--- src/rtl/axi_rom_rd_slave_pkg.sv ---
// Shared AXI read-slave constants, FSM state type and AR legality check.
// Used by the ROM read responder and its output FIFO.
package axi_rom_rd_slave_pkg;

    typedef enum logic [1:0] {
        S_RESET = 2'd0,
        S_IDLE  = 2'd1,
        S_BURST = 2'd2
    } state_t;

    localparam logic [1:0] AXI_BURST_FIXED = 2'd0;
    localparam logic [1:0] AXI_BURST_INCR  = 2'd1;
    localparam logic [1:0] AXI_BURST_WRAP  = 2'd2;
    localparam logic [1:0] AXI_RESP_OKAY   = 2'b00;
    localparam logic [1:0] AXI_RESP_SLVERR = 2'b10;
    localparam logic [2:0] AXI_SIZE_4B     = 3'd2;

    // One FIFO entry: {rdata, rlast, rresp}
    localparam int BEAT_W = 35;

    // WRAP needs len+1 to be a power of two of at least 2 beats
    function automatic logic ar_illegal(input logic [2:0] size, input logic [1:0] burst,
                                        input logic [3:0] len);
        logic wrap_bad;
        wrap_bad = (burst == AXI_BURST_WRAP) &&
                   ((len == 4'd0) || ((len & (len + 4'd1)) != 4'd0));
        return (size != AXI_SIZE_4B) || (burst == 2'd3) || wrap_bad;
    endfunction

endpackage

--- src/rtl/axi_rd_fifo2.sv ---
// Two-entry fall-through FIFO holding read beats; an incoming beat is visible
// at the head in the same cycle it is pushed when the FIFO is empty.
module axi_rd_fifo2
    import axi_rom_rd_slave_pkg::*;
(
    input  logic              clk,
    input  logic              rst,
    input  logic              push,
    input  logic              pop,
    input  logic [BEAT_W-1:0] din,
    output logic [BEAT_W-1:0] dout,
    output logic              valid,
    output logic [1:0]        count
);

    logic [BEAT_W-1:0] mem [0:1];
    logic              wr_ptr;
    logic              rd_ptr;
    logic              empty;
    logic              store;
    logic              take;

    // Empty FIFO with push and pop in the same cycle passes the beat straight through
    always_comb begin
        empty = (count == 2'd0);
        valid = !empty || push;
        dout  = empty ? din : mem[rd_ptr];
        store = push && !(empty && pop);
        take  = pop && !empty;
    end

    always_ff @(posedge clk) begin
        if (rst) begin
            count  <= 2'd0;
            wr_ptr <= 1'b0;
            rd_ptr <= 1'b0;
        end else begin
            if (store) wr_ptr <= ~wr_ptr;
            if (take)  rd_ptr <= ~rd_ptr;
            count <= count + {1'b0, store} - {1'b0, take};
        end
    end

    always_ff @(posedge clk) begin
        if (store) mem[wr_ptr] <= din;
    end

endmodule

--- src/rtl/axi_rom_rd_slave.sv ---
// AXI3 read-only responder for a synchronous word memory: one burst at a time,
// FIXED/INCR/WRAP addressing, SLVERR bursts for unsupported requests.
module axi_rom_rd_slave
    import axi_rom_rd_slave_pkg::*;
#(
    parameter int MEM_AW = 12
) (
    input  logic              clk,
    input  logic              rst,
    input  logic [3:0]        arid,
    input  logic [31:0]       araddr,
    input  logic [3:0]        arlen,
    input  logic [2:0]        arsize,
    input  logic [1:0]        arburst,
    input  logic              arvalid,
    output logic              arready,
    output logic [3:0]        rid,
    output logic [31:0]       rdata,
    output logic [1:0]        rresp,
    output logic              rlast,
    output logic              rvalid,
    input  logic              rready,
    output logic              mem_en,
    output logic [MEM_AW-1:0] mem_addr,
    input  logic [31:0]       mem_rdata
);

    state_t            state;
    state_t            state_nxt;
    logic [3:0]        id_q;
    logic [3:0]        len_q;
    logic [1:0]        burst_q;
    logic              err_q;
    logic [MEM_AW-1:0] waddr;
    logic [4:0]        issued;
    logic              in_flight;
    logic              in_flight_last;
    logic              ar_hs;
    logic              issue;
    logic              last_hs;
    logic [1:0]        fifo_count;
    logic              fifo_valid;
    logic [BEAT_W-1:0] fifo_din;
    logic [BEAT_W-1:0] fifo_dout;
    logic              unused_addr;

    function automatic logic [MEM_AW-1:0] next_word(input logic [MEM_AW-1:0] w,
                                                    input logic [1:0] burst,
                                                    input logic [3:0] len);
        logic [MEM_AW-1:0] inc;
        logic [MEM_AW-1:0] mask;
        inc  = w + MEM_AW'(1);
        mask = MEM_AW'(len);
        case (burst)
            AXI_BURST_FIXED: return w;
            AXI_BURST_WRAP:  return (w & ~mask) | (inc & mask);
            default:         return inc;
        endcase
    endfunction

    assign unused_addr = ^{araddr[31:MEM_AW+2], araddr[1:0]};

    assign ar_hs   = arvalid && arready;
    assign last_hs = rvalid && rready && rlast;
    // At most two beats between memory and master, so the FIFO never overflows
    assign issue   = (state == S_BURST) &&
                     (issued < ({1'b0, len_q} + 5'd1)) &&
                     (({1'b0, fifo_count} + {2'b0, in_flight}) < 3'd2);

    always_ff @(posedge clk) begin
        if (rst) state <= S_RESET;
        else     state <= state_nxt;
    end

    always_comb begin
        state_nxt = state;
        case (state)
            S_RESET: state_nxt = S_IDLE;
            S_IDLE:  if (ar_hs)   state_nxt = S_BURST;
            S_BURST: if (last_hs) state_nxt = S_IDLE;
            default: state_nxt = S_RESET;
        endcase
    end

    always_comb begin
        arready = (state == S_IDLE);
        mem_en  = issue && !err_q;
    end

    always_ff @(posedge clk) begin
        if (rst) begin
            id_q           <= 4'd0;
            err_q          <= 1'b0;
            issued         <= 5'd0;
            in_flight      <= 1'b0;
            in_flight_last <= 1'b0;
        end else begin
            if (ar_hs) begin
                id_q   <= arid;
                err_q  <= ar_illegal(arsize, arburst, arlen);
                issued <= 5'd0;
            end else if (issue) begin
                issued <= issued + 5'd1;
            end
            in_flight      <= issue;
            in_flight_last <= issue && (issued == {1'b0, len_q});
        end
    end

    always_ff @(posedge clk) begin
        if (ar_hs) begin
            len_q   <= arlen;
            burst_q <= arburst;
            waddr   <= araddr[MEM_AW+1:2];
        end else if (issue) begin
            waddr <= next_word(waddr, burst_q, len_q);
        end
    end

    assign mem_addr = waddr;
    // Error bursts still run the issue slots but substitute zero data
    assign fifo_din = {err_q ? 32'd0 : mem_rdata, in_flight_last,
                       err_q ? AXI_RESP_SLVERR : AXI_RESP_OKAY};

    axi_rd_fifo2 u_fifo (
        .clk   (clk),
        .rst   (rst),
        .push  (in_flight),
        .pop   (rvalid && rready),
        .din   (fifo_din),
        .dout  (fifo_dout),
        .valid (fifo_valid),
        .count (fifo_count)
    );

    assign rvalid = fifo_valid;
    assign rid    = id_q;
    assign {rdata, rlast, rresp} = rvalid ? fifo_dout : '0;

endmodule

--- config.mk ---
export PLATFORM = sky130hd
export DESIGN_NAME = axi_rom_rd_slave
export DESIGN_NICKNAME = d
export VERILOG_FILES = /design/src/rtl/axi_rom_rd_slave_pkg.sv /design/src/rtl/axi_rd_fifo2.sv /design/src/rtl/axi_rom_rd_slave.sv
export SDC_FILE = /design/constraint.sdc
export NUM_CORES = 1
export LEC_CHECK = 0
export ABC_AREA = 1
export BUFFER_PORTS_ARGS = -buffer_cell sky130_fd_sc_hd__buf_2
export CAP_MARGIN = 20
export CORE_UTILIZATION = 58
export DETAILED_ROUTE_END_ITERATION = 7
export HOLD_SLACK_MARGIN = 0.15
export PLACE_DENSITY_LB_ADDON = 0.2
export SYNTH_ARGS = -nofsm -noshare
export SYNTH_HDL_FRONTEND = slang
export SYNTH_SLANG_ARGS = --single-unit
--- constraint.sdc ---
create_clock -name clk -period 7.9 [get_ports clk]
set_input_delay 0 -clock clk [delete_from_list [all_inputs] [get_ports clk]]
set_output_delay 0 -clock clk [all_outputs]
set_load 0.01 [all_outputs]
==> key figures, run 1 <==
Global route
  – Vias in the first global route: 4221
  – Largest net degree at the start of global routing: 66
  – Global-route wire length before repair: 19500 um
  – Initial antenna violation count: 0
  – Total track usage: 0.255
  – Grt ovf: 0

Timing
  – Max-slew headroom: 0.320
  – Unrepaired setup endpoints after global routing: false
  – Tcrit/Tclk final: 0.332
  – Final Max Tran Viols: 0
  – Hold Fails Final Rpt: 0
  – Final worst slack: 5.28 ns
  – Worst Tran Pin Value: 1.02 ns
  – Final setup violation count: 0
  – Period minus WS final: 2.62 ns
  – Clock skew: 0.0144 ns
  – WHS: 0.219 ns
  – Setup Total Neg Slack: 0 ns
  – Fmax: 381 MHz

Run status
  – Status: finished with violations
  – Failing checks: design-rule violations

Cells and area
  – Antenna diodes: 0
  – # nets final: 795
  – Commonest non-fill, non-tap cell in the layout: buf_2
  – Most frequent cells in the layout: buf_2, nand2_1, edfxtp_1, inv_1, dlygate4sd3_1
  – Area Growth Syn to Fin: 25.9%
  – Fillcell total: 585
  – Layout cells sized above 1: 0.265

Setup path
  – Critical Path Source Type: flop
  – CP Max Fanout: 8
  – Reg2reg end: mem_addr[4]$_DFFE_PP_
  – Worst flop-to-flop path startpoint: len_q[1]$_DFFE_PP_
  – Crit-path cells: ha_1 -> xnor2_1 -> ha_1 -> a21oi_2 -> nor2_1 -> nor2_2 -> nand3b_4 -> o21ai_2
  – Worst path required time: 7.90 ns
  – CP startpoint: len_q[1]$_DFFE_PP_
  – Largest stage delay on the critical path: 0.48 ns
  – Most used cell along the critical path: ha_1
  – CP max stage cell: edfxtp_1
  – Setup slack, reg-to-reg: 5.28 ns
  – Reg2Reg Depth: 8
  – Kind of end point of the critical path: flop
  – Kind of critical path: reg2reg
  – CP arrival: 2.63 ns

Clock network
  – Deepest clock path buffer count: 2
  – CTS root buffer: clkbuf_8
  – Setup repair bufs after CTS: 0
  – Post-CTS sizing: 0
  – Reg clk slew, reported paths: 0.10 ns
  – Latest clock arrival within the worst-skew pair: 0.36 ns
  – Hold_buf cts: 59
  – H-tree levels: 3
  – Clock Sink Count: 105
  – TritonCTS clock tree: yes
  – TritonCTS Buffers: 9

Logic synthesis
  – Library cells used by synthesis: 39
  – Post-Syn Area: 0.00538 mm^2
  – Cell taking the most area after synthesis: edfxtp_1
  – Seq/Total Area, Yosys: 0.551
  – Synthesis Warnings: 0
  – Net Count, Synth: 635
  – Syn Area/Cell: 9.88 um^2
  – FF+latch count, synth: 105
  – Syn Inst Count: 544
  – Largest cells by area after synthesis: edfxtp_1, nand2_1, dfxtp_1
  – Post-synth top area share: 0.480

Hold path
  – HP Class: in2reg
  – Hold endpoint: burst_q[1]$_DFFE_PP_
  – HP Start: arvalid
  – Hold path cells: 3

Floorplan
  – Placeable Area: 0.00885 mm^2
  – I/O Pins: 135
  – Die Height: 98.3 um
  – Die X: 98.3 um
  – Initial Utilization: 0.607
  – Die area: 0.00966 mm^2
  – Rows: 34

Pwr
  – Pleak: 2.90 nW
  – Peak VDD IR: 0.140 mV
  – Pwr dens: 237 mW/mm^2

Flow run
  – Reported max-cap violation count: 0

Routing
  – Via count: 4338
  – Pre-antenna DRT Iters: 8
  – Detailed router's first-iteration violation count: 252
  – ANT nets after route: 0
  – WL per Instance: 14.5 um
  – Vias per Instance: 5.31
  – DRC Markers: 7
  – Final WL: 11800 um

Placed design
  – Port buffer count: 113
  – Worst slack, placed: 5.28 ns
  – GPL Wtd Cong: 0.839
  – Dpl hpwl: 7160 um
==> kinds of logic after synthesis <==
kind of cell / after synthesis / share of synthesized area
other: 1 / 0.000698
AO/OA/AOI/OAI: 111 / 0.151
buffers and inverters: 92 / 0.0850
adder cells (fa/ha/maj): 10 / 0.0233
XOR/XNOR: 11 / 0.0179
flip-flops: 105 / 0.551
AND/OR/NAND/NOR: 214 / 0.171
==> worst max-delay path by stage <==
stage                                        to  slack [ns]  cells after the start
floorplan           u_fifo.mem[1][10]$_DFFE_PP_        5.30                      4
global placement         mem_addr[11]$_DFFE_PP_        5.31                      8
detailed placement        mem_addr[9]$_DFFE_PP_        5.28                      8
CTS                       mem_addr[4]$_DFFE_PP_        5.25                      8
global route              mem_addr[4]$_DFFE_PP_        5.10                      8
finish                    mem_addr[4]$_DFFE_PP_        5.28                      8
==> flip-flops by register name, indices dropped and copies added, names as in the netlist, named ones only <==
signal,flops
mem_addr,9
u_fifo.mem,68
rid,4
burst_q,2
u_fifo.count,2
len_q,4
in_flight_last,1
in_flight,1
state,2
u_fifo.rd_ptr,1
issued,5
err_q,1
u_fifo.wr_ptr,1
==> where the power goes <==
| group | total, mW | internal, mW | switching (mW) |
|---|---|---|---|
| clock | 0.427 | 0.245 | 0.182 |
| sequential | 0.640 | 0.624 | 0.0160 |
| combinational | 0.536 | 0.207 | 0.328 |
==> critical path, delay by kind of cell (launching register included) <==
family          cells  cell delay [ns]
compound gates      2             0.54
simple gates        3             0.56
xor+xnor            1             0.13
fa+ha+maj           2             0.55
flops               1             0.48
==> synth_stat cells (all sizes together) <==
master / number
conb: 1
nand3: 23
xnor2: 7
o21ai: 26
nand2: 114
inv: 65
a21o: 1
nor3: 3
a21oi: 50
o31ai: 1
nand3b: 2
o22ai: 1
nand4: 3
clkbuf: 6
edfxtp: 86
buf: 21
xor2: 4
a31oi: 32
or2: 1
ha: 10
dfxtp: 19
nor2: 67
nor3b: 1
==> final cells by class <==
type                       count  area (um^2)  share of cell area
timing repair buffer         176         1190               0.175
multi-input combinational    347         1970               0.291
sequential                   105         2960               0.438
tap                          108          135              0.0200
inverter                      65          246              0.0364
clock buffer                  10          128              0.0189
clock inverter                 6          138              0.0203
==> per-layer routing <==
layer  GRT usage  vias up  share of wire
met4      0.0850        0          0.016
met1       0.323     2029           0.43
met2       0.446      132           0.51
met5           0        -              0
met3      0.0422       21          0.049
li1            -     2156              -
==> metrics by stage <==
step,util,std cells,cell area (um^2),power [mW]
finish,0.765,817,6770,1.60
global route,0.765,817,6770,1.69
CTS,0.765,817,6770,1.61
detailed placement,0.668,742,5910,1.16
floorplan,-,544,5380,1.05
global placement,0.668,742,5910,1.15
Note: power is estimated with default switching activity, not from simulation.
==> run 2: changes to the inputs <==
--- a/config.mk
+++ b/config.mk
@@ -8,7 +8,7 @@
 export ABC_AREA = 1
 export BUFFER_PORTS_ARGS = -buffer_cell sky130_fd_sc_hd__buf_2
 export CAP_MARGIN = 20
-export CORE_UTILIZATION = 58
+export CORE_UTILIZATION = 54
 export DETAILED_ROUTE_END_ITERATION = 7
 export HOLD_SLACK_MARGIN = 0.15
 export PLACE_DENSITY_LB_ADDON = 0.2
==> constraint.sdc (replaced) <==
create_clock -name clk -period 2.5 [get_ports clk]
set_input_delay 0 -clock clk [delete_from_list [all_inputs] [get_ports clk]]
set_output_delay 0 -clock clk [all_outputs]
set_load 0.01 [all_outputs]
==> run 2 against run 1 <==
The flow now finishes without violations. Utilization shrank 5.8 points. Wire length up 0.30%. Largest power group unchanged. Sequential share of layout area down 0.70 points. Global-route usage shrank 1.4 points. Cell area up 1.6%. Critical path depth up 2. Highest routed layer unchanged. First-iteration DRC count is 41% lower. Via count is 0.44% higher. Non-clock buffer count up 11. Setup slack got worse by 5.1 ns. Clock skew is essentially flat. Count of clock-buffer cells in the layout is 4 higher.
==> key figures, run 2 (same netlist as run 1, synthesis figures left out) <==
Timing
  – WHS: 0.365 ns
  – Max-slew headroom: 0.583
  – Tcrit/Tclk final: 0.948
  – Final setup violation count: 0
  – Period minus WS final: 2.37 ns
  – Setup Total Neg Slack: 0 ns
  – Clock skew: 0.0146 ns
  – Fmax: 422 MHz
  – Hold Fails Final Rpt: 0
  – Worst Tran Pin Value: 0.624 ns
  – Unrepaired setup endpoints after global routing: false
  – Final Max Tran Viols: 0

Global route
  – Grt ovf: 0
  – Initial antenna violation count: 0
  – Largest net degree at the start of global routing: 37
  – Total track usage: 0.241
  – Global-route wire length before repair: 19000 um
  – Vias in the first global route: 4148

Setup path
  – Critical Path Source Type: flop
  – Kind of critical path: reg2out
  – CP Max Fanout: 7
  – Kind of end point of the critical path: output port
  – CP arrival: 2.37 ns
  – Worst path required time: 2.50 ns

Cells and area
  – Layout cells sized above 1: 0.274
  – Antenna diodes: 0
  – # nets final: 806
  – Reg with most FFs: u_fifo.mem
  – Most frequent cells in the layout: buf_2, nand2_1, edfxtp_1, inv_1, dlygate4sd3_1
  – Final instance area: 0.00688 mm^2
  – Area Growth Syn to Fin: 27.9%
  – Fillcell total: 721
  – Max FFs per register: 68
  – Commonest non-fill, non-tap cell in the layout: buf_2

Pwr
  – Sw Share: 0.335
  – Peak VDD IR: 0.349 mV
  – Pint: 3.24 mW
  – Combinational power share: 0.354
  – Seq pwr share: 0.414
  – Pwr dens: 710 mW/mm^2
  – Pleak: 2.94 nW
  – Final Total Pwr: 4.88 mW
  – Switching pwr: 1.64 mW
  – Clock power share: 0.231

Routing
  – DRC Markers: 0
  – Detailed router's first-iteration violation count: 149
  – Vias per Instance: 5.11
  – DR WL met3: 575 um
  – WL per Instance: 13.9 um
  – Final WL: 11800 um
  – Pre-antenna DRT Iters: 5
  – ANT nets after route: 0
  – DRT met1 WL: 5110 um
  – Via count: 4357
  – Met2 WL: 6020 um
  – Uppermost routed layer: met4

Placed design
  – Area after DPL: 0.00603 mm^2
  – Dpl hpwl: 7460 um
  – GPL Wtd Cong: 0.881
  – Port buffer count: 113

Floorplan
  – Initial Utilization: 0.552
  – I/O Pins: 135
  – Die area: 0.0104 mm^2
  – Placeable Area: 0.00973 mm^2
  – Die Height: 102 um
  – Rows: 36
  – Die X: 102 um

Clock network
  – H-tree levels: 3
  – Deepest clock path buffer count: 2
  – Latest clock arrival within the worst-skew pair: 0.37 ns
  – CTS root buffer: clkbuf_8
  – TritonCTS Buffers: 9
  – Reg clk slew, reported paths: 0.09 ns
  – Clock Sink Count: 105
  – TritonCTS clock tree: yes
  – Setup repair bufs after CTS: 0

Flow run
  – Reported max-cap violation count: 0

Run status
  – Status: finished clean

Hold path
  – HP Class: in2reg
==> run 2: final cells by class <==
| type | instances | area, um^2 | area share |
|---|---|---|---|
| clock buffer | 14 | 184 | 0.0267 |
| clock inverter | 2 | 35.0 | 0.00509 |
| inverter | 65 | 246 | 0.0358 |
| multi-input combinational | 347 | 1980 | 0.288 |
| sequential | 105 | 2960 | 0.431 |
| tap | 133 | 166 | 0.0242 |
| timing repair buffer | 187 | 1300 | 0.189 |
==> run 2: per-stage QoR <==
step / setup slack [ns] / util / cells
floorplan: 0.203 / - / 544
global placement: 0.229 / 0.620 / 776
detailed placement: 0.114 / 0.620 / 776
CTS: 0.0738 / 0.706 / 853
global route: 0.00657 / 0.707 / 853
finish: 0.131 / 0.707 / 853
==> run 2: repair_timing <==
action	CTS	global route
hold endpoints to repair	94	0
endpoints found under the setup margin	0	9
gates resized for setup	0	2
hold buffers	61	0
==> run 2: path summary, 6_finish.rpt <==
| path | start | endpoint | slack [ns] | cells after the start |
|---|---|---|---|---|
| setup / recovery | len_q[0]$_DFFE_PP_ | mem_en | 0.13 | 10 |
| hold / removal | arburst[0] | burst_q[0]$_DFFE_PP_ | 0.36 | 2 |
| setup reg to reg | len_q[0]$_DFFE_PP_ | mem_addr[4]$_DFFE_PP_ | 0.22 | 8 |
| hold reg to reg | u_fifo.rd_ptr$_SDFFE_PP0P_ | flop | 0.46 | 1 |
==> run 2: metal layers <==
metal | global-route usage | up-vias
li1 | - | 2179
met4 | 0.0792 | 0
met1 | 0.294 | 2027
met5 | 0 | -
met2 | 0.429 | 141
met3 | 0.0455 | 10
==> run 2: worst max-delay path, cell delays in order, from the launching register on <==
cell and delay [ns]:
edfxtp_1 0.42, ha_1 0.24, xnor2_1 0.14, ha_1 0.32, a21oi_2 0.13, nor2_1 0.06
nor2_2 0.17, buf_4 0.19, nand2_2 0.10, nor2_1 0.09, buf_2 0.13
==> run 2: power groups by stage <==
stage / sequential [mW] / combinational [mW] / clock, mW
floorplan: 2.06 / 1.26 / 0
global placement: 2.06 / 1.61 / 0
detailed placement: 2.06 / 1.65 / 0
CTS: 2.02 / 1.73 / 1.15
global route: 2.03 / 1.92 / 1.21
finish: 2.02 / 1.73 / 1.13
==> run 3: changes to the inputs <==
--- a/config.mk
+++ b/config.mk
@@ -8,6 +8,7 @@
 export ABC_AREA = 1
 export BUFFER_PORTS_ARGS = -buffer_cell sky130_fd_sc_hd__buf_2
 export CAP_MARGIN = 20
+export CORE_ASPECT_RATIO = 1.75
 export CORE_UTILIZATION = 54
 export DETAILED_ROUTE_END_ITERATION = 7
 export HOLD_SLACK_MARGIN = 0.15
==> run 3 against run 2 <==
Sequential cell count did not move. Total power grew 5.5%. Cell area increased by 0.25%. Die area rose by 0.15%. Register-to-register slack barely moved. Wire length rose by 3.4%. Count of clock-buffer cells in the layout down 5. Global-route usage grew 0.078 points. Largest cell class unchanged. Largest power group unchanged.
==> key figures, run 3 (same netlist as run 1, synthesis figures left out) <==
Timing
  – Final Max Tran Viols: 0
  – Clock skew: 0.00802 ns
  – Final setup violation count: 0
  – Fmax: 429 MHz
  – Period minus WS final: 2.33 ns
  – Worst Tran Pin Value: 0.631 ns
  – WHS: 0.396 ns
  – Final worst slack: 0.172 ns
  – Hold Fails Final Rpt: 0
  – Tcrit/Tclk final: 0.931
  – Unrepaired setup endpoints after global routing: false
  – Max-slew headroom: 0.578
  – Setup Total Neg Slack: 0 ns

Cells and area
  – # nets final: 803
  – Layout cells sized above 1: 0.275
  – Fillcell total: 695
  – Area Growth Syn to Fin: 28.3%
  – Commonest non-fill, non-tap cell in the layout: buf_2
  – Reg with most FFs: u_fifo.mem
  – Fin cells: 839
  – Max FFs per register: 68
  – Most frequent cells in the layout: buf_2, nand2_1, edfxtp_1, inv_1, dlygate4sd3_1
  – Antenna diodes: 0

Clock network
  – Latest clock arrival within the worst-skew pair: 0.34 ns
  – TritonCTS Buffers: 9
  – H-tree levels: 3
  – Setup repair bufs after CTS: 0
  – CTS root buffer: clkbuf_16
  – TritonCTS clock tree: yes
  – Deepest clock path buffer count: 2
  – Clock Sink Count: 105
  – Reg clk slew, reported paths: 0.07 ns

Global route
  – Largest net degree at the start of global routing: 41
  – Initial antenna violation count: 0
  – Global-route wire length before repair: 19400 um
  – Vias in the first global route: 4247
  – Grt ovf: 0
  – Total track usage: 0.242

Setup path
  – Largest stage delay on the critical path: 0.42 ns
  – CP arrival: 2.33 ns
  – Worst path required time: 2.50 ns
  – Instance count on the critical path: 10
  – Critical Path Source Type: flop
  – Kind of critical path: reg2out
  – CP Max Fanout: 7
  – Reg2reg end: mem_addr[6]$_DFFE_PP_
  – Kind of end point of the critical path: output port
  – Buf+Inv Stages, Crit Path: 2
  – Reg2Reg Depth: 8
  – Setup slack, reg-to-reg: 0.23 ns
  – Worst flop-to-flop path startpoint: len_q[0]$_DFFE_PP_
  – CP max stage cell: edfxtp_1
  – Crit-path cells: ha_1 -> xnor2_1 -> ha_1 -> a21oi_2 -> nor2_1 -> nor2_2 -> buf_4 -> nand2_2 -> nor2_1 -> buf_2
  – Crit-path leading delay family: adder cells

Floorplan
  – Initial Utilization: 0.561
  – I/O Pins: 135
  – Die area: 0.0104 mm^2
  – Rows: 47
  – Die X: 77.4 um
  – Placeable Area: 0.00959 mm^2
  – Die Height: 134 um

Routing
  – Detailed router's first-iteration violation count: 261
  – WL per Instance: 14.6 um
  – Via count: 4435
  – DRC Markers: 0
  – ANT nets after route: 0
  – Pre-antenna DRT Iters: 4
  – Vias per Instance: 5.29
  – Final WL: 12300 um

Pwr
  – Peak VDD IR: 0.492 mV
  – Pwr dens: 747 mW/mm^2
  – Pleak: 2.95 nW
  – Final Total Pwr: 5.15 mW

Hold path
  – HP Class: in2reg
  – Hold path cells: 2
  – Hold endpoint: len_q[3]$_DFFE_PP_
  – HP Start: arlen[3]

Placed design
  – Dpl hpwl: 7700 um
  – Dpl cells: 764
  – Port buffer count: 113
  – Worst slack, placed: 0.124 ns
  – GPL Wtd Cong: 0.813

Run status
  – Status: finished clean

Flow run
  – Reported max-cap violation count: 0
-- run 3: cell types whose count changed in the layout (fill, tap and decap cells not counted) --
cell and change:
nor3_2 -1, clkbuf_8 -11, clkbuf_16 +8, clkinvlp_4 +1, clkinv_4 +1, inv_6 +1
nor3_1 +1, clkbuf_1 -2, buf_12 -1, clkinv_2 +2, dlygate4sd3_1 -2
-- run 3: worst max path at each step --
stage | endpoint | from | slack, ns
3_3_place_gp | mem_addr[6]$_DFFE_PP_ | len_q[0]$_DFFE_PP_ | 0.23
5_1_grt | mem_en | len_q[0]$_DFFE_PP_ | 0.02
6_report | mem_en | len_q[0]$_DFFE_PP_ | 0.17
2_1_floorplan | mem_addr[10]$_DFFE_PP_ | len_q[1]$_DFFE_PP_ | 0.20
3_5_place_dp | mem_addr[11]$_DFFE_PP_ | len_q[0]$_DFFE_PP_ | 0.12
4_1_cts | mem_addr[10]$_DFFE_PP_ | len_q[0]$_DFFE_PP_ | 0.08
-- run 3: area by class of cell --
class	count	area, um^2	area share
Tap cell	122	153	0.0221
Multi-Input combinational cell	347	1980	0.287
Inverter	65	246	0.0358
Sequential cell	105	2960	0.430
Clock buffer	9	225	0.0327
Clock inverter	7	70.1	0.0102
Timing Repair Buffer	184	1260	0.183
-- run 3: worst reg2reg max path, stage by stage (launching register included) --
cell and delay, ns:
edfxtp_1 0.42, ha_1 0.25, xnor2_1 0.14, ha_1 0.31, a21oi_2 0.12, nor2_1 0.06, nor2_2 0.17, nand3b_4 0.16
o21ai_4 0.32
-- run 3: what timing repair did --
item | CTS | global route
resized for setup | 0 | 1
hold endpoints to repair | 93 | 0
hold buffers | 59 | 0
endpoints found under the setup margin | 0 | 8
-- run 3: per-stage QoR --
stage | cell area (um^2) | utilization
3_3_place_gp | 6000 | 0.626
6_report | 6890 | 0.719
3_5_place_dp | 6000 | 0.626
4_1_cts | 6890 | 0.718
5_1_grt | 6890 | 0.719
2_1_floorplan | 5380 | -
-- run 3: routing by layer --
metal	track usage	up-vias	share of wire
met3	0.0401	25	0.041
met4	0.113	0	0.022
li1	-	2172	-
met5	0	-	0
met2	0.454	155	0.55
met1	0.259	2083	0.39
-- run 3: where the power goes --
part	leakage [nW]	internal, mW	switching [mW]
sequential	0.938	1.97	0.0581
combinational	1.87	0.691	1.04
clock	0.146	0.776	0.608
